$ cat src/rtl/fetch_queue.sv
// fetch_queue: owns the fetch PC, issues credit-limited in-order reads to a
// variable-latency instruction memory and buffers returned words for decode.
module fetch_queue #(
  parameter int                    DATA_WIDTH    = 64,
  parameter int                    INSTR_WIDTH   = 32,
  parameter int                    DEPTH         = 4,
  parameter logic [DATA_WIDTH-1:0] PC_START_ADDR = 64'h0
) (
  input  logic                   clk_i,
  input  logic                   rst_i,
  output logic                   imem_req_o,
  output logic [DATA_WIDTH-1:0]  imem_addr_o,
  input  logic                   imem_rvalid_i,
  input  logic [INSTR_WIDTH-1:0] imem_rdata_i,
  output logic                   valid_o,
  input  logic                   ready_i,
  output logic [INSTR_WIDTH-1:0] instr_o,
  output logic [DATA_WIDTH-1:0]  pc_o,
  output logic [DATA_WIDTH-1:0]  pc_4_o,
  input  logic                   redirect_i,
  input  logic [DATA_WIDTH-1:0]  redirect_pc_i
);

  localparam int PW = $clog2(DEPTH);
  localparam int CW = $clog2(DEPTH + 1);
  localparam int SW = CW + 1;

  localparam logic [DATA_WIDTH-1:0] C_PC_STEP  = DATA_WIDTH'(3'd4);
  localparam logic [CW-1:0]         C_CNT_ZERO = CW'(1'b0);
  localparam logic [CW-1:0]         C_CNT_ONE  = CW'(1'b1);
  localparam logic [SW-1:0]         C_CREDIT   = SW'(DEPTH);
  localparam logic [PW-1:0]         C_PTR_ZERO = PW'(1'b0);
  localparam logic [PW-1:0]         C_PTR_ONE  = PW'(1'b1);

  logic [DATA_WIDTH-1:0]  r_fetch_pc;
  logic [INSTR_WIDTH-1:0] r_q_instr [DEPTH];
  logic [DATA_WIDTH-1:0]  r_q_pc    [DEPTH];
  logic [PW-1:0]          r_rd_ptr;
  logic [PW-1:0]          r_wr_ptr;
  logic [CW-1:0]          r_count;
  logic [CW-1:0]          r_outstanding;
  logic [CW-1:0]          r_discard;
  logic [DATA_WIDTH-1:0]  r_tag_pc  [DEPTH];
  logic [PW-1:0]          r_tag_rd;
  logic [PW-1:0]          r_tag_wr;

  logic                   w_req;
  logic                   w_valid;
  logic                   w_keep;
  logic                   w_push;
  logic                   w_pop;
  logic [SW-1:0]          w_inflight;
  logic [DATA_WIDTH-1:0]  w_tag_pc;

  // Request credit, response classification and head handshake.
  always_comb begin
    w_inflight = SW'(r_count) + SW'(r_outstanding);
    w_req      = 1'b0;
    if (!rst_i && !redirect_i && (w_inflight < C_CREDIT)) begin
      w_req = 1'b1;
    end else begin
      w_req = 1'b0;
    end
    w_valid  = (r_count != C_CNT_ZERO);
    w_keep   = imem_rvalid_i && (r_discard == C_CNT_ZERO);
    w_push   = w_keep && !redirect_i;
    w_pop    = w_valid && ready_i;
    w_tag_pc = r_tag_pc[r_tag_rd];
  end

  assign imem_req_o  = w_req;
  assign imem_addr_o = r_fetch_pc;
  assign valid_o     = w_valid;
  assign instr_o     = r_q_instr[r_rd_ptr];
  assign pc_o        = r_q_pc[r_rd_ptr];
  assign pc_4_o      = r_q_pc[r_rd_ptr] + C_PC_STEP;

  // Fetch PC: reset vector, redirect target, or step past each issued request.
  always_ff @(posedge clk_i) begin
    if (rst_i) begin
      r_fetch_pc <= PC_START_ADDR;
    end else if (redirect_i) begin
      r_fetch_pc <= redirect_pc_i;
    end else if (w_req) begin
      r_fetch_pc <= r_fetch_pc + C_PC_STEP;
    end
  end

  // PC tag FIFO pointers follow requests and responses, even across redirects.
  always_ff @(posedge clk_i) begin
    if (rst_i) begin
      r_tag_rd <= C_PTR_ZERO;
      r_tag_wr <= C_PTR_ZERO;
    end else begin
      if (w_req) begin
        r_tag_wr <= r_tag_wr + C_PTR_ONE;
      end
      if (imem_rvalid_i) begin
        r_tag_rd <= r_tag_rd + C_PTR_ONE;
      end
    end
  end

  // Tag and queue storage; contents are qualified by pointers and counts.
  always_ff @(posedge clk_i) begin
    if (w_req) begin
      r_tag_pc[r_tag_wr] <= r_fetch_pc;
    end
    if (w_push) begin
      r_q_instr[r_wr_ptr] <= imem_rdata_i;
      r_q_pc[r_wr_ptr]    <= w_tag_pc;
    end
  end

  // On redirect every response still in flight after this cycle is stale.
  always_ff @(posedge clk_i) begin
    if (rst_i) begin
      r_outstanding <= C_CNT_ZERO;
      r_discard     <= C_CNT_ZERO;
    end else begin
      r_outstanding <= r_outstanding + CW'(w_req) - CW'(imem_rvalid_i);
      if (redirect_i) begin
        r_discard <= r_outstanding - CW'(imem_rvalid_i);
      end else if (imem_rvalid_i && !w_keep) begin
        r_discard <= r_discard - C_CNT_ONE;
      end
    end
  end

  // Decode queue pointers and occupancy; redirect empties the queue.
  always_ff @(posedge clk_i) begin
    if (rst_i || redirect_i) begin
      r_rd_ptr <= C_PTR_ZERO;
      r_wr_ptr <= C_PTR_ZERO;
      r_count  <= C_CNT_ZERO;
    end else begin
      if (w_push) begin
        r_wr_ptr <= r_wr_ptr + C_PTR_ONE;
      end
      if (w_pop) begin
        r_rd_ptr <= r_rd_ptr + C_PTR_ONE;
      end
      r_count <= r_count + CW'(w_push) - CW'(w_pop);
    end
  end

  fetch_queue_chk #(
    .DEPTH (DEPTH),
    .CW    (CW)
  ) u_chk (
    .clk_i         (clk_i),
    .rst_i         (rst_i),
    .push_i        (w_push),
    .rvalid_i      (imem_rvalid_i),
    .count_i       (r_count),
    .outstanding_i (r_outstanding)
  );

endmodule

// fetch_queue_chk: structural invariants of the fetch queue credit scheme.
module fetch_queue_chk #(
  parameter int DEPTH = 4,
  parameter int CW    = 3
) (
  input logic          clk_i,
  input logic          rst_i,
  input logic          push_i,
  input logic          rvalid_i,
  input logic [CW-1:0] count_i,
  input logic [CW-1:0] outstanding_i
);

  localparam logic [CW-1:0] C_FULL = CW'(DEPTH);
  localparam logic [CW:0]   C_CAP  = (CW + 1)'(DEPTH);

  a_no_overflow: assert property (@(posedge clk_i) disable iff (rst_i)
    !(push_i && (count_i == C_FULL)));

  a_credit_cap: assert property (@(posedge clk_i) disable iff (rst_i)
    ({1'b0, count_i} + {1'b0, outstanding_i}) <= C_CAP);

  a_resp_tracked: assert property (@(posedge clk_i) disable iff (rst_i)
    !(rvalid_i && (outstanding_i == CW'(1'b0))));

endmodule

$ cat config.mk
export PLATFORM = sky130hd
export DESIGN_NAME = fetch_queue
export DESIGN_NICKNAME = d
export VERILOG_FILES = /design/src/rtl/fetch_queue.sv
export SDC_FILE = /design/constraint.sdc
export NUM_CORES = 1
export LEC_CHECK = 0
export CAP_MARGIN = 5
export CELL_PAD_IN_SITES_DETAIL_PLACEMENT = 1
export CELL_PAD_IN_SITES_GLOBAL_PLACEMENT = 2
export CORE_MARGIN = 2
export CORE_UTILIZATION = 45
export CTS_CLUSTER_DIAMETER = 60
export DETAILED_ROUTE_END_ITERATION = 16
export MAX_ROUTING_LAYER = met4
export PLACE_DENSITY_LB_ADDON = 0.1
export SYNTH_ARGS = -nofsm -noshare
export SYNTH_HDL_FRONTEND = slang
export SYNTH_SLANG_ARGS = --single-unit
$ cat constraint.sdc
create_clock -name clk_i -period 8 [get_ports clk_i]
set_clock_uncertainty 0.15 [all_clocks]
set_input_delay 0.8 -clock clk_i [delete_from_list [all_inputs] [get_ports clk_i]]
set_output_delay 0.8 -clock clk_i [all_outputs]
set_load 0.1 [all_outputs]
Word level (Yosys, flattened, before mapping)
Memories as Yosys holds them, arrays and structs flattened. A register that Yosys moved wholly into a read port is not among the register bits.
Cells that the tools add are included.
{"block": "totals", "ram_bits": 640, "wordCells": 54, "n_memories": 3, "output_inout_bits": 226, "reg_bits": 81, "in_bits": 101}
{"memory": "r_q_pc", "depth": 4, "width": 64, "read_ports": 1, "rd_ports_with_merged_regs": 1, "write_ports": 1, "line_no": "37", "rtl": "logic [DATA_WIDTH-1:0] r_q_pc [DEPTH];"}
{"memory": "r_tag_pc", "depth": 4, "width": 64, "read_ports": 1, "rd_ports_with_merged_regs": 1, "write_ports": 1, "line_no": "43", "rtl": "logic [DATA_WIDTH-1:0] r_tag_pc [DEPTH];"}
{"memory": "r_q_instr", "depth": 4, "width": 32, "read_ports": 1, "rd_ports_with_merged_regs": 1, "write_ports": 1, "line_no": "36", "rtl": "logic [INSTR_WIDTH-1:0] r_q_instr [DEPTH];"}
{"block": "classes", "n_reduce_logical": 14, "n_mux": 15, "n_lt_le_gt_ge": 1, "n_addsub": 13}
{"operator": "$add A64 B3 Y64 const B", "n": 2}
{"operator": "$mux W64", "n": 2}
{"operator": "$mux W2", "n": 6}
{"operator": "$sub A3 B1 Y3", "n": 3}
{"operator": "$add A2 B1 Y2 const B", "n": 4}
{"operator": "$add A3 B1 Y3", "n": 2}
{"operator": "$logic_and A1 B1 Y1", "n": 6}
{"operator": "$mux W3", "n": 2}
{"operator": "$mux W1", "n": 5}
{"operator": "$add A3 B3 Y4", "n": 1}
{"operator": "$lt A4 B3 Y1 const B", "n": 1}
{"operator": "$reduce_bool A2 Y1", "n": 2}
{"operator": "$logic_not A1 Y1", "n": 3}
{"operator": "$logic_not A3 Y1", "n": 1}
{"operator": "$reduce_bool A3 Y1", "n": 1}
{"operator": "$sub A3 B1 Y3 const B", "n": 1}
{"operator": "$logic_or A1 B1 Y1", "n": 1}

Logic depth before layout (Yosys ltp)
Gate-level depths: netlist (run 1).
{"block": "logic_depth", "depth_word": 6, "ltp_mapped": 13}

Worst setup path before layout (run 1)
OpenSTA, ideal clock, no wires.
{"block": "synth_path", "path_type": "flip-flop to output port", "from": "register with a tool-made name", "to": "output port pc_4_o[52]", "stages_incl_launch_ff": 10, "setup_slack_ps": 2549, "t_arrival_ps": 4501, "path_cell_list": "dfxtp_1 -> buf_6 -> buf_12 -> buf_12 -> mux4_1 -> nand2_1 -> or4_4 -> nor3_4 -> nand4_1 -> xnor2_1"}
{"element": "end, declared", "line_no": "19", "rtl": "output logic [DATA_WIDTH-1:0] pc_4_o,"}

==> qor.yml, run 1 <==
grt:
  grt_pass1_wl_mm: 116
  grtUsageTotal_pct: 24.1
  antenna_found_initial: 3
  grt_pass1_vias: 17755
  grt.overflow.total: 0
  grt_max_degree: 76
drt:
  via_per_inst: 5.74
  wl_met3_mm: 3.97
  postRouteAntennaNets: 0
  drc_errors: 0
  finalWirelength_mm: 77.8
  first_pass_iters: 5
  top_layer: "met4"
  vias: 16893
  wl_met1_mm: 34.4
  drtIter0Drc: 1227
  route.met2.wl_mm: 37.9
  wl_per_cell_um: 26.4
synthesis:
  synth_nets: 1803
  synth.distinct_cells: 59
  netlist_area_um2: 29400
  synth_top_area_share_pct: 65.4
  synth_area_leaders: "edfxtp_1 (65%), mux4_2 (12%), dfxtp_1 (5.8%)"
  synth_area_leader_cell: "edfxtp_1"
  synthFlopType: "edfxtp_1"
  synth.avg_cell_area_um2: 17.5
  ys_seq_elements: 725
  synth-edff-count: 640
  yosys_warnings: 0
  yosysSeqAreaShare_pct: 71.2
  synthCells: 1680
  async_reset_ff_share_pct: 0
die:
  start_util_pct: 45.6
  num_rows: 93
  die-area_um2: 67300
  die_x_um: 259
  ios: 327
  die_height_um: 259
  core_um2: 64500
cts:
  clock_sinks: 725
  clock_latency_ns: 0.62
  holdBufCountCts: 0
  cts_buffer_depth: 3
  cts-root-buf: "clkbuf_16"
  postCtsResizedCells: 0
  clk_pin_slew_ns: 0.06
  ctsHtreeMaxLevel: 3
  cts_tree: "built"
  numCtsBuffers: 78
  postCtsSetupRepairBufs: 0
sta:
  fin_crit_ns: 6.27
  finalCritPeriodShare_pct: 78.4
  relSlewSlack_pct: 25.1
  maxSlewViolCount: 0
  worst_pin_slew_ns: 1.12
  setup_viol: 0
  finalHoldViolCount: 0
  rsz0062_at_grt: "false"
  tns_ns: 0
  fmax_mhz: 159
critical_path:
  cp-start-kind: "flop"
  critical_path.cell_chain: "buf_4, mux4_2, and4_1, nand2_1, nor4_4, nand3_1, xnor2_1, clkdlybuf4s50_1"
  slowest_delay_ns: 1.16
  required_ns: 7.05
  cp_slowest_cell: "clkdlybuf4s50_1"
  worstSetupPathType: "flop to output pin"
  reg2reg_from: "r_outstanding[2]"
  crit_fanout: 52
  endpoint_kind: "output pin"
  arrival_ns: 5.32
power_and_ir_drop:
  leakage_nw: 11.4
  power_frac_seq_pct: 46.5
  switching_share_pct: 28.8
  p_sw_w: 0.00277
  p_per_area_nw_per_um2: 267
  pwr-share-comb_pct: 16.9
  p_clk_share_pct: 36.7
  vdd.ir_drop.worst_uv: 136
  p_int_w: 0.00682
min_path:
  min-delay-start: "r_tag_wr[1]"
  hp-class: "flop to flop"
final_layout:
  nFillCells: 5921
  nets: 2147
  regArea_um2: 20900
  layout_common_cells: "edfxtp_1 (640), clkdlybuf4s50_1 (324), mux4_2 (154)"
  fin_area_um2: 35900
  syn2layout_area_growth_pct: 22.4
  final_common_cell: "edfxtp_1"
  multi_input_area_um2: 7930
  drive_gt1_share_pct: 15.3
placement:
  port_buffers: 326
  postPlaceCellArea_um2: 33400
  dp_hpwl_mm: 50.5
  gp_congestion: 0.818
flow_run:
  drv_cap: 0
run_status:
  status: "complete, no violations"
## power groups by stage
stage               clock network (W)  registers (W)  logic, W
floorplan                           0        0.00463   0.00104
global placement                    0        0.00452   0.00161
detailed placement                  0        0.00454   0.00163
CTS                           0.00359        0.00446   0.00163
global route                  0.00372        0.00447   0.00169
finish                        0.00352        0.00445   0.00162
## kinds of logic (layout without fill, tap and decap cells)
kind of cell / after synthesis / after routing / share of synthesized area, %
multiplexers: 169 / 169 / 12.7
AND/OR/NAND/NOR: 407 / 407 / 7.49
XOR/XNOR: 76 / 76 / 2.27
AO/OA/AOI/OAI: 170 / 170 / 3.50
adder cells (fa/ha/maj): 22 / 22 / 0.988
flip-flops: 725 / 725 / 71.2
other: 0 / 3 / 0
buffers and inverters: 111 / 515 / 1.86
## stage by stage
stage | util [%] | cells | power (W) | setup WS (ns) | hold slack [ns]
finish | 55.7 | 2942 | 0.00959 | 1.73 | 0.360
global route | 55.7 | 2941 | 0.00989 | 1.40 | 0.391
CTS | 55.7 | 2939 | 0.00968 | 1.59 | 0.361
detailed placement | 51.9 | 2799 | 0.00616 | 2.26 | 0.353
global placement | 51.9 | 2799 | 0.00613 | 2.31 | 0.331
floorplan | - | 1680 | 0.00567 | 2.55 | 0.319
## synthesized netlist by cell type (39+ instances only)
master / number
edfxtp_1: 640
o21ai_0: 42
mux4_2: 154
nand2_1: 105
dfxtp_1: 85
nand3_1: 56
nand4_1: 40
clkbuf_1: 45
a31oi_1: 39
xnor2_1: 59
nor2_1: 71
a21oi_1: 47
## flip-flops by register name, indices dropped and copies added (netlist names), named ones only
signal and cells:
imem_addr_o 64, r_tag_rd 2, r_outstanding 3, r_tag_wr 2, r_rd_ptr 2, r_q_pc 256
r_tag_pc 256, r_count 3, r_q_instr 128, r_discard 3, r_wr_ptr 2
## routing by layer
layer / GRT usage (%) / vias up
li1: - / 7448
met1: 32.9 / 8915
met2: 38.1 / 442
met3: 3.51 / 88
met4: 6.26 / 0
met5: - / -
## critical path: cells and delay by family, from the launching register on
family / cells / cell delay [ns]
buffers and inverters: 2 / 1.63
and+or+nand+nor: 4 / 1.55
DFF: 1 / 0.90
muxes: 1 / 0.35
xor gates and xnor gates: 1 / 0.22
## layout make-up
cell class                 instances  share of cell area, %
clock buffer                      95                   5.73
timing repair buffer             347                   9.49
inverter                          28                  0.292
tap                              855                   2.98
antenna                            3                 0.0209
multi-input combinational        844                   22.1
sequential                       725                   58.2
clock inverter                    45                   1.18
## final timing paths
path	cells past startpoint	slack, ns	end
worst max register to register	8	4.38	r_tag_pc[2][5]
worst min-delay path	2	0.36	r_tag_wr[1]
worst min register to register	2	0.36	r_tag_wr[1]
worst max-delay path	8	1.73	pc_4_o[47]
(Power assumes the default switching activity.)
==> inputs of run 2 (changes only) <==
--- a/config.mk
+++ b/config.mk
@@ -9,7 +9,7 @@
 export CELL_PAD_IN_SITES_DETAIL_PLACEMENT = 1
 export CELL_PAD_IN_SITES_GLOBAL_PLACEMENT = 2
 export CORE_MARGIN = 2
-export CORE_UTILIZATION = 45
+export CORE_UTILIZATION = 38
 export CTS_CLUSTER_DIAMETER = 60
 export DETAILED_ROUTE_END_ITERATION = 16
 export MAX_ROUTING_LAYER = met4
==> constraint.sdc (replaced) <==
create_clock -name clk_i -period 5.6 [get_ports clk_i]
set_clock_uncertainty 0.15 [all_clocks]
set_input_delay 0.56 -clock clk_i [delete_from_list [all_inputs] [get_ports clk_i]]
set_output_delay 0.56 -clock clk_i [all_outputs]
set_load 0.1 [all_outputs]
==> run 2 against run 1 <==
Via count hardly changed. Clock-buffer cell count rose by 2. Highest routed layer unchanged. Hold slack got worse by 0.17 ns. Combinational power rose by 44%. Global-route usage fell by 2.7 points. Setup slack worse by 1.2 ns.
==> qor.yml, run 2 (same netlist as run 1, synthesis figures left out) <==
cts:
  cts_buffer_depth: 3
  ctsHtreeMaxLevel: 3
  postCtsResizedCells: 0
  cts_tree: "built"
  numCtsBuffers: 81
  clock_sinks: 725
  cts-root-buf: "clkbuf_16"
  clk_pin_slew_ns: 0.06
  holdBufCountCts: 0
  postCtsSetupRepairBufs: 0
  clock_latency_ns: 0.64
sta:
  rsz0062_at_grt: "false"
  tns_ns: 0
  finalCritPeriodShare_pct: 90.6
  finalWorstSetupSlack_ns: 0.524
  finalHoldViolCount: 0
  setup_viol: 0
  fin_crit_ns: 5.08
  fmax_mhz: 197
  worst_pin_slew_ns: 1.17
  maxSlewViolCount: 0
  relSlewSlack_pct: 22.1
critical_path:
  crit_fanout: 33
  critical_path.cell_chain: "mux4_1, and4_1, nand2_1, nor4_1, buf_4, nand3_1, xnor2_1, buf_12"
  crit_family: "simple AND/OR/NAND/NOR gates"
  arrival_ns: 4.37
  slowest_delay_ns: 0.90
  worstSetupPathType: "flop to output pin"
  required_ns: 4.89
  endpoint_kind: "output pin"
  cp_slowest_cell: "nor4_1"
  reg2reg_from: "imem_addr_o[5]"
  path_buf_inv: 2
  cp-start-kind: "flop"
power_and_ir_drop:
  leakage_nw: 11.6
  p_per_area_nw_per_um2: 388
  vdd.ir_drop.worst_uv: 196
die:
  start_util_pct: 38.5
  ios: 327
  die-area_um2: 79500
  die_x_um: 282
  core_um2: 76200
  die_height_um: 282
  num_rows: 101
drt:
  finalWirelength_mm: 82.2
  wl_per_cell_um: 26.3
  postRouteAntennaNets: 0
  via_per_inst: 5.40
  drtIter0Drc: 1224
  vias: 16889
  drc_errors: 0
  first_pass_iters: 5
placement:
  pre_cts_slack_ns: 0.870
  port_buffers: 326
  gp_congestion: 0.839
  dp_hpwl_mm: 54.6
  numPlacedInstances: 2974
final_layout:
  nets: 2150
  layout_common_cells: "edfxtp_1 (640), clkdlybuf4s50_1 (269), mux4_2 (154)"
  final_common_cell: "edfxtp_1"
  top_regs: "r_q_pc (256), r_tag_pc (256), r_q_instr (128)"
  drive_gt1_share_pct: 18.5
  final_cell_count_no_fill: 3127
  syn2layout_area_growth_pct: 23.9
grt:
  grt.overflow.total: 0
  grt_pass1_vias: 17610
  antenna_found_initial: 3
  grtUsageTotal_pct: 21.4
  grt_pass1_wl_mm: 120
  grt_max_degree: 74
flow_run:
  drv_cap: 0
min_path:
  hp-class: "input pin to flop"
  min-delay-start: "rst_i"
run_status:
  status: "complete, no violations"
-- run 2: cell count changes in the layout (fill, tap and decap cells not counted), moves of 3 or more --
| cell | before | now |
|---|---|---|
| buf_12 | 0 | 9 |
| buf_4 | 21 | 67 |
| bufinv_16 | 7 | 10 |
| clkbuf_8 | 0 | 3 |
| clkdlybuf4s50_1 | 324 | 269 |
| inv_16 | 0 | 3 |
-- run 2: worst min-delay path, stage by stage --
cell,delay (ns)
buf_2,0.11
nor2_1,0.09
and2_1,0.16
-- run 2: final timing paths --
check / endpoint / slack [ns] / cells past startpoint
setup reg to reg: imem_addr_o[26] / 2.14 / 5
setup / recovery: pc_4_o[39] / 0.52 / 8
hold / removal: r_count[1] / 0.19 / 3
hold reg to reg: r_tag_wr[1] / 0.36 / 2
-- run 2: layout make-up --
cell class,instances,area (um2)
diodes,3,7.51
clock buffers,97,2120
clock inverters,53,614
fillers,7296,39800
inverters,28,105
multi-input cells,844,7930
flip-flops and latches,725,20900
well taps,1030,1290
repair buffers,347,3390
-- run 2: per-stage QoR --
stage / utilization, % / total power (W) / hold WS [ns] / area (um2)
floorplan: - / 0.00810 / 0.319 / 29400
CTS: 47.7 / 0.0143 / 0.171 / 36400
global route: 47.7 / 0.0146 / 0.198 / 36400
finish: 47.7 / 0.0141 / 0.188 / 36400
detailed placement: 44.1 / 0.00884 / 0.346 / 33600
global placement: 44.1 / 0.00880 / 0.338 / 33600
-- run 2: report_power, final --
group | internal [W] | switching, W | total, W
clock network | 0.00320 | 0.00223 | 0.00543
logic | 0.000613 | 0.00173 | 0.00234
registers | 0.00619 | 0.000172 | 0.00636
total | 0.0100 | 0.00413 | 0.0141
-- run 2: layer usage --
metal	track usage, %	vias up	share of wire [%]
met1	29.1	8886	45
li1	-	7471	-
met4	6.51	0	2.5
met2	33.3	425	48
met5	-	-	0
met3	3.36	107	4.6
==> inputs of run 3 (changes only) <==
--- a/config.mk
+++ b/config.mk
@@ -5,15 +5,17 @@
 export SDC_FILE = /design/constraint.sdc
 export NUM_CORES = 1
 export LEC_CHECK = 0
-export CAP_MARGIN = 5
+export CAP_MARGIN = 20
 export CELL_PAD_IN_SITES_DETAIL_PLACEMENT = 1
 export CELL_PAD_IN_SITES_GLOBAL_PLACEMENT = 2
 export CORE_MARGIN = 2
 export CORE_UTILIZATION = 38
 export CTS_CLUSTER_DIAMETER = 60
 export DETAILED_ROUTE_END_ITERATION = 16
+export HOLD_SLACK_MARGIN = 0.12
 export MAX_ROUTING_LAYER = met4
 export PLACE_DENSITY_LB_ADDON = 0.1
 export SYNTH_ARGS = -nofsm -noshare
 export SYNTH_HDL_FRONTEND = slang
+export SYNTH_HIERARCHICAL = 1
 export SYNTH_SLANG_ARGS = --single-unit
==> run 3 against run 2 <==
Setup slack improved by 0.055 ns. Critical path depth unchanged. Area after synthesis unchanged. Sequential power about the same. Core utilization decreased by 0.092 points. Combinational power about the same. Critical path type unchanged. Critical endpoint is now pc_4_o[59]. Largest cell class unchanged. Largest power group unchanged. Highest routed layer unchanged.
==> qor.yml, run 3 <==
synthesis:
  synth_area_leader_cell: "edfxtp_1"
  ys_seq_elements: 725
  synth.avg_cell_area_um2: 17.5
  synthFlopType: "edfxtp_1"
  async_reset_ff_share_pct: 0
  synth_top_area_share_pct: 65.4
  synth_area_leaders: "edfxtp_1 (65%), mux4_2 (12%), dfxtp_1 (5.8%)"
  synthCells: 1680
  yosysSeqAreaShare_pct: 71.2
  netlist_area_um2: 29400
  synth_nets: 1803
  synth-edff-count: 640
  yosys_warnings: 6
  synthTopCellsByCount: "edfxtp_1 (640), mux4_2 (154), nand2_1 (105)"
  synth.distinct_cells: 59
  synth_most_common_cell: "edfxtp_1"
sta:
  finalWorstSetupSlack_ns: 0.579
  fin_crit_ns: 5.02
  worst_pin_slew_ns: 1.15
  fmax_mhz: 199
  finalCritPeriodShare_pct: 89.7
  maxSlewViolCount: 0
  tns_ns: 0
  relSlewSlack_pct: 22.9
  setup_viol: 0
  finalHoldViolCount: 0
  rsz0062_at_grt: "false"
final_layout:
  top_regs: "r_q_pc (256), r_tag_pc (256), r_q_instr (128)"
  drive_gt1_share_pct: 18.9
  nets: 2160
  final_common_cell: "edfxtp_1"
  nFillCells: 7252
  utilization_pct: 47.6
  fin_area_um2: 36300
  layout_common_cells: "edfxtp_1 (640), clkdlybuf4s50_1 (269), mux4_2 (154)"
  syn2layout_area_growth_pct: 23.6
  final_cell_count_no_fill: 3135
power_and_ir_drop:
  p_per_area_nw_per_um2: 382
  vdd.ir_drop.worst_uv: 214
  leakage_nw: 11.5
drt:
  vias: 16877
  finalWirelength_mm: 82.4
  postRouteAntennaNets: 0
  drtIter0Drc: 1072
  wl_per_cell_um: 26.3
  via_per_inst: 5.38
  first_pass_iters: 5
  drc_errors: 0
placement:
  numPlacedInstances: 2984
  port_buffers: 326
  gp_congestion: 0.838
  pre_cts_slack_ns: 0.999
  postPlaceCellArea_um2: 33700
  dp_hpwl_mm: 53.9
critical_path:
  worstSetupPathType: "flop to output pin"
  critical_path.cell_chain: "mux4_1, and4_1, nand2_1, nor4_1, buf_4, nand4_1, xnor2_1, buf_12"
  required_ns: 4.89
  crit_fanout: 55
  endpoint_kind: "output pin"
  arrival_ns: 4.31
  cp-start-kind: "flop"
  path_buf_inv: 2
  slowest_delay_ns: 0.99
  cp_slowest_cell: "dfxtp_4"
  crit_family: "simple AND/OR/NAND/NOR gates"
  r2r_slack_ns: 2.44
cts:
  cts_tree: "built"
  ctsHtreeMaxLevel: 3
  clock_sinks: 725
  postCtsResizedCells: 0
  numCtsBuffers: 81
  holdBufCountCts: 0
  postCtsSetupRepairBufs: 0
  cts-root-buf: "clkbuf_16"
  clock_latency_ns: 0.62
  cts_buffer_depth: 3
  clk_pin_slew_ns: 0.06
die:
  start_util_pct: 38.5
  core_um2: 76200
  ios: 327
  die_x_um: 282
  num_rows: 101
  die_height_um: 282
  die-area_um2: 79500
grt:
  antenna_found_initial: 1
  grt.overflow.total: 0
  grt_pass1_vias: 17841
  grtUsageTotal_pct: 21.4
  grt_pass1_wl_mm: 121
  grt_max_degree: 75
min_path:
  hp-class: "input pin to flop"
run_status:
  status: "complete, no violations"
flow_run:
  drv_cap: 0
## run 3: changes by cell type in the layout (fill, tap and decap cells not counted), moves of 3 or more
| cell | previous run | this run |
|---|---|---|
| buf_4 | 67 | 77 |
| bufinv_16 | 10 | 6 |
| clkinv_2 | 14 | 19 |
| clkinv_8 | 4 | 1 |
| inv_6 | 2 | 6 |
## run 3: path summary, 6_finish.rpt
check	from	to	depth (start not counted)
hold reg to reg	r_tag_wr[1]	r_tag_wr[1]	2
setup / recovery	flop	pc_4_o[59]	8
hold / removal	rst_i	r_count[0]	3
setup reg to reg	r_count[2]	r_tag_pc[3][39]	7
## run 3: tightest hold or removal path: cells and delay by family
kind | cells | cell delay, ns
buffers and inverters | 1 | 0.09
AND/OR/NAND/NOR | 2 | 0.26
## run 3: final cells by class
type	count	area, um2	area share, %
Multi-Input combinational cell	844	7930	21.8
Clock buffer	99	2140	5.88
Tap cell	1030	1290	3.55
Antenna cell	1	2.50	0.00689
Sequential cell	725	20900	57.7
Clock inverter	51	455	1.25
Timing Repair Buffer	357	3460	9.53
Inverter	28	105	0.289
## run 3: stage by stage
| step | total power [W] | hold slack, ns |
|---|---|---|
| 6_report | 0.0139 | 0.198 |
| 3_5_place_dp | 0.00884 | 0.342 |
| 3_3_place_gp | 0.00880 | 0.330 |
| 2_1_floorplan | 0.00810 | 0.319 |
| 5_1_grt | 0.0143 | 0.214 |
| 4_1_cts | 0.0141 | 0.161 |
## run 3: logic make-up (layout without fill, tap and decap cells)
group / after synthesis / after routing / share of synthesized area, %
other: 0 / 1 / 0
XOR/XNOR: 76 / 76 / 2.27
buffers and inverters: 111 / 535 / 1.86
multiplexers: 169 / 169 / 12.7
adder cells (fa/ha/maj): 22 / 22 / 0.988
AND/OR/NAND/NOR: 407 / 407 / 7.49
AO/OA/AOI/OAI: 170 / 170 / 3.50
flip-flops: 725 / 725 / 71.2
## run 3: routing by layer
layer / track usage [%] / part of all wire (%)
met5: - / 0
met4: 5.70 / 2.0
met3: 3.30 / 4.4
met2: 33.5 / 48
met1: 29.3 / 45
## run 3: power breakdown
part           total (W)  switching (W)  internal (W)
Combinational    0.00235        0.00173      0.000618
Sequential       0.00635       0.000167       0.00619
Clock            0.00518        0.00217       0.00301
